===== config.mk =====
export PLATFORM = sky130hd
export DESIGN_NAME = pulse_generator
export DESIGN_NICKNAME = d
export VERILOG_FILES = /design/src/rtl/pulse_generator.sv
export SDC_FILE = /design/constraint.sdc
export NUM_CORES = 1
export LEC_CHECK = 0
export CAP_MARGIN = 40
export CORE_ASPECT_RATIO = 1.25
export CORE_MARGIN = 2
export CORE_UTILIZATION = 59
export CTS_BUF_LIST = sky130_fd_sc_hd__clkbuf_8
export DETAILED_ROUTE_END_ITERATION = 8
export DONT_BUFFER_PORTS = 1
export GPL_TIMING_DRIVEN = 0
export PLACE_DENSITY = 0.81
export SYNTH_ARGS = -nofsm -noshare
export SYNTH_HDL_FRONTEND = slang
export SYNTH_SLANG_ARGS = --single-unit

===== constraint.sdc =====
create_clock -name clk -period 1.8 [get_ports clk]
set_input_delay 0.27 -clock clk [delete_from_list [all_inputs] [get_ports clk]]
set_output_delay 0.27 -clock clk [all_outputs]
set_load 0.005 [all_outputs]

===== src/rtl/pulse_generator.sv =====
// Debounced push-button to single-cycle pulse: 2-FF synchronizer, debounce
// counter and rising-edge detector, all cleared by an asynchronous active-low reset.
module pulse_generator #(
    parameter int unsigned DEBOUNCE_CYCLES = 1000000,
    parameter int unsigned CNT_WIDTH       = 32,
    parameter bit          IN_ACTIVE_LOW   = 1'b0
) (
    input  logic clk,
    input  logic rst_n,
    input  logic _in,
    output logic _out
);

    localparam logic [CNT_WIDTH-1:0] CNT_LAST = CNT_WIDTH'(DEBOUNCE_CYCLES - 1);

    logic                 x;
    logic                 sync1_q;
    logic                 sync2_q;
    logic                 db_q;
    logic                 db_d;
    logic [CNT_WIDTH-1:0] cnt_q;
    logic [CNT_WIDTH-1:0] cnt_d;
    logic                 out_q;
    logic                 out_d;

    assign x = _in ^ IN_ACTIVE_LOW;

    // NOTE: every path assigns its default first, so no latch is inferred here.
    always_comb begin
        db_d  = db_q;
        cnt_d = '0;
        if (sync2_q != db_q) begin
            if (cnt_q == CNT_LAST) begin
                db_d = sync2_q;
            end else begin
                cnt_d = cnt_q + 1'b1;
            end
        end
        // Pulse only on the edge where the debounced level rises.
        out_d = db_d & ~db_q;
    end

    // NOTE: non-blocking assignments make sync1 -> sync2 a true two-stage shift.
    always_ff @(posedge clk or negedge rst_n) begin
        if (!rst_n) begin
            sync1_q <= 1'b0;
            sync2_q <= 1'b0;
            db_q    <= 1'b0;
            cnt_q   <= '0;
            out_q   <= 1'b0;
        end else begin
            sync1_q <= x;
            sync2_q <= sync1_q;
            db_q    <= db_d;
            cnt_q   <= cnt_d;
            out_q   <= out_d;
        end
    end

    assign _out = out_q;

endmodule


# Word level (Yosys, flattened, before mapping)

Cells that the tools add are included.

Register bits: 36
Latch bits: 0
Bits in writable memories: 0
ROM bits: 0
Output and inout port bits: 1
Memories kept: 0

Add/subtract/negate cells: 1
Multiply operators: 0
Div/mod/pow operators: 0
$lt $le $gt $ge: 0
Equality and inequality tests: 2
Shift-type cells: 0
Mux-type cells: 4
Bitwise gates (word level): 2
Reduce and logical (&&, ||, !) cells: 0

Operators by type and width:

| kind                                                  | count |
|---|---|
| 2-to-1 mux 32 bit                                     | 2 |
| adder 32 x 1 -> 32 bit, second input constant         | 1 |
| equality test 32 x 20 -> 1 bit, second input constant | 1 |
| 2-to-1 mux 1 bit                                      | 2 |
| AND 1 bit                                             | 1 |
| inequality test 1 bit                                 | 1 |
| NOT 1 bit                                             | 1 |

# Longest topological paths before layout

Depth in word-level cells: 4
Mapped depth: 7

# Least setup slack after synthesis

OpenSTA, ideal clock, no wires.

Path type: reg2reg
Start: reg cnt_q[0]
End: reg cnt_q[28]
Arrival: 1.843 ns
Path slack: -0.122 ns
Cell stages (with the launch flop): 6
Buffers on the path: 0
Period minus slack after synthesis: 1.922 ns
Cells stage by stage: dfrtp_1 -> ha_1 -> nand3_1 -> or4_4 -> or4_1 -> a21oi_1

Longest elaborated chain between the ends: 3
Elaborated cells between the ends (all ways): 4
Those cells by class: 1 x add/sub; 1 x eq/ne; 2 x mux

RTL lines:

| item                                                                            | line   | RTL |
|---|---|---|
| start: declaration                                                              | 21     | `logic [CNT_WIDTH-1:0] cnt_q;` |
| start signal: assignment                                                        | 55     | `cnt_q <= cnt_d;` |
| adder 32 x 1 -> 32 bit / equality test 32 x 20 -> 1 bit (equally long branches) | 36, 33 |  |
| 2-to-1 mux 32 bit *                                                             | 33     | `if (cnt_q == CNT_LAST) begin` |
| 2-to-1 mux 32 bit *                                                             | 32     | `if (sync2_q != db_q) begin` |
| named net cnt_d[28]                                                             | 22     | `logic [CNT_WIDTH-1:0] cnt_d;` |

The timed path passes the listed nets; every way through them passes the cells marked *.

# Worst setup path in the final report

Start: reg cnt_q[28]
End: reg db_q

Longest elaborated chain between the ends: 3

RTL lines:

| item                           | line | RTL |
|---|---|---|
| equality test 32 x 20 -> 1 bit | 33   |  |
| 2-to-1 mux 1 bit               | 33   |  |
| 2-to-1 mux 1 bit               | 32   |  |
| named net db_d                 | 20   | `logic db_d;` |
| end signal: assignment         | 48   | `db_q <= 1'b0;` |
| end signal: assignment         | 54   | `db_q <= db_d;` |
| end: declaration               | 19   | `logic db_q;` |

The timed path passes the listed nets, and every way through them passes these cells.

==> out/metrics.cfg <==
[outcome]
status=finished, violations left
violations=setup timing

[global_route]
grt_pass1_wl_mm=7.12
grt_pass1_vias=1511
antenna_found_initial=0
grt_overflow=0
grt_max_degree=37
track_usage_pct=28.4

[die]
die_w_um=53.2
rows=22
initial_utilization_pct=61.1
io_pins=4
die-area_um2=3480
fp.dieH_um=65.5
coreArea_um2=2920

[clocking]
cts_buffers=5
clockBufferDepth=2
cts.sinks=36
cts_tree=done
clkSlewWorstSetupHoldPaths_ns=0.08
cts-root-buf=clkbuf_8
clk_latency_ns=0.29
ctsHtreeMaxLevel=2

[timing]
fin_crit_sh_pct=113
worst_pin_slew_ns=0.331
worst_slack_ns=-0.228
rsz0062_at_grt=true
final.min_clock_period_ns=2.03
fin_skew_ns=0.0111
timing.fmax_mhz=493
finalSetupViolations=34
finalMaxSlewViolations=0
hold_viol=0
slew-limit-headroom_pct=77.9
hold_slack_ns=0.371

[setup_path]
rr_startpoint=cnt_q[28]
end_kind=flip-flop
required_ns=1.97
path_class=flip-flop to flip-flop
reg2reg_setup_slack_ns=-0.23
worstPathArrival_ns=2.20
cp-start-kind=flip-flop
critPathMaxFanout=5
rr_endpoint=db_q
r2r_cells=4

[power]
p_per_area_nw_per_um2=615
swShare_pct=23.2
internal_power_mw=1.12
pwr-share-seq_pct=56.7
pwr-share-clk_pct=37.1
p_comb_share_pct=6.3
switching_power_mw=0.337
p_total_mw=1.45
vdd_ir_drop_max_mv=0.712
leakagePower_nw=0.954

[drt]
drt_wl_total_mm=5.18
drtAntennaViolNets=0
drtIter0Drc=99
drc=0
vias=1710
via_per_inst=6.68
firstDrtPassIters=4
avgRoutedWirePerCell_um=20.2

[hold_path]
hold_depth=0
min_path_type=flip-flop to flip-flop
holdPathEnd=sync2_q
hold_start=sync1_q

[logic_synthesis]
ys_types=30
synth_ff_type=dfrtp_1
ys_seq_elements=36
avgSynthCellArea_um2=9.80
synth_warnings=0
synthCells=182
yosysSeqAreaShare_pct=50.5
synth_edf_count=0
postSynth.asyncResetShare_pct=100
syn_area_um2=1780
syn_nets=186

[placement]
port_buffers=0
hpwl_mm=2.51
pre_cts_slack_ns=-0.406
gp_congestion=0.784
placed_cells=218

[layout]
num_antenna_cells=0
fin_cells=256
layout-drive-gt1-share_pct=35.9
final_common_cell=dfrtp_1
syn_to_final_growth_pct=32.6
layout_common_cells=dfrtp_1, buf_4, nor2_1
fin_util_pct=81.0
nets=224

[job]
maxCapViolCount=0

## cell families after synthesis
family | count (synthesis) | synth area share (%)
XOR/XNOR | 14 | 6.88
buffers and inverters | 12 | 3.16
AND/OR/NAND/NOR | 83 | 27.4
multiplexers | 1 | 0.632
adder cells (fa/ha/maj) | 1 | 0.702
AO/OA/AOI/OAI | 35 | 10.7
flip-flops | 36 | 50.5
## worst max path at each step
stage | from | end | slack (ns) | depth (start not counted)
detailed placement | cnt_q[0] | cnt_q[2] | -0.41 | 7
CTS | cnt_q[1] | cnt_q[2] | -0.12 | 7
global placement | cnt_q[0] | cnt_q[13] | -0.35 | 7
finish | cnt_q[28] | db_q | -0.23 | 4
floorplan | cnt_q[0] | cnt_q[2] | -0.05 | 7
global route | cnt_q[12] | cnt_q[20] | -0.26 | 5
## synth_stat cells, types with 2 or more instances
cell type | number | area [um2]
xnor2_1 | 4 | 35.0
clkbuf_1 | 7 | 26.3
or3_1 | 11 | 68.8
and3_1 | 2 | 12.5
inv_1 | 3 | 11.3
nand2_1 | 8 | 30.0
and4_1 | 5 | 43.8
nand4_1 | 13 | 81.3
o31ai_1 | 6 | 45.0
dfrtp_1 | 36 | 901
nor4b_1 | 2 | 17.5
xor2_1 | 10 | 87.6
nand3_1 | 10 | 50.1
or4_1 | 6 | 45.0
nor2_1 | 15 | 56.3
nor4_1 | 3 | 18.8
a21oi_1 | 17 | 85.1
o21ai_0 | 12 | 60.1
## sequential cells by signal, indices dropped and copies added, names as in the netlist
name / cells
db_q: 1
_out: 1
sync2_q: 1
sync1_q: 1
cnt_q: 32
## metal layers
metal  wire length (um)  global-route usage (%)
met3                279                    6.36
met1               2010                    33.6
met5                  0                       0
met2               2730                    48.4
met4                155                    12.2
## timing repair
action / 4_1_cts / 5_1_grt
endpoints found under the hold margin: 36 / 1
gates cloned: 0 / 3
gates resized for setup: 18 / 42
hold buffers: 2 / 1
pin swaps: 7 / 16
setup endpoints to repair: 34 / 34
setup buffers: 18 / 10
## final cells by class
type                    count  area (um2)
clock buffers               5        68.8
repair buffers             34         284
multi-input cells         134         978
clock inverters             2        8.76
well taps                  36        45.0
plain buffers               6        63.8
inverters                   3        11.3
flip-flops and latches     36         903
fillers                   165         554
## critical path, cell delays in order (launching register included)
cell,delay [ns]
dfrtp_1,0.45
nor4_2,0.36
nand4_1,0.21
or4_4,0.60
mux2_2,0.29
## stage by stage
step / TNS, ns / instance area, um2
final: -5.41 / 2360
after global placement: -10.14 / 1830
after global routing: -6.21 / 2360
after floorplan: -1.16 / 1790
after detailed placement: -11.39 / 1830
after CTS: -3.04 / 2140
## power groups by stage
stage	clock network (mW)	logic, mW	registers, mW
2_1_floorplan	0	0.0180	0.837
3_3_place_gp	0	0.0241	0.838
3_5_place_dp	0	0.0260	0.839
4_1_cts	0.538	0.0602	0.822
5_1_grt	0.582	0.0971	0.824
6_report	0.539	0.0909	0.824
(Power assumes the default switching activity.)
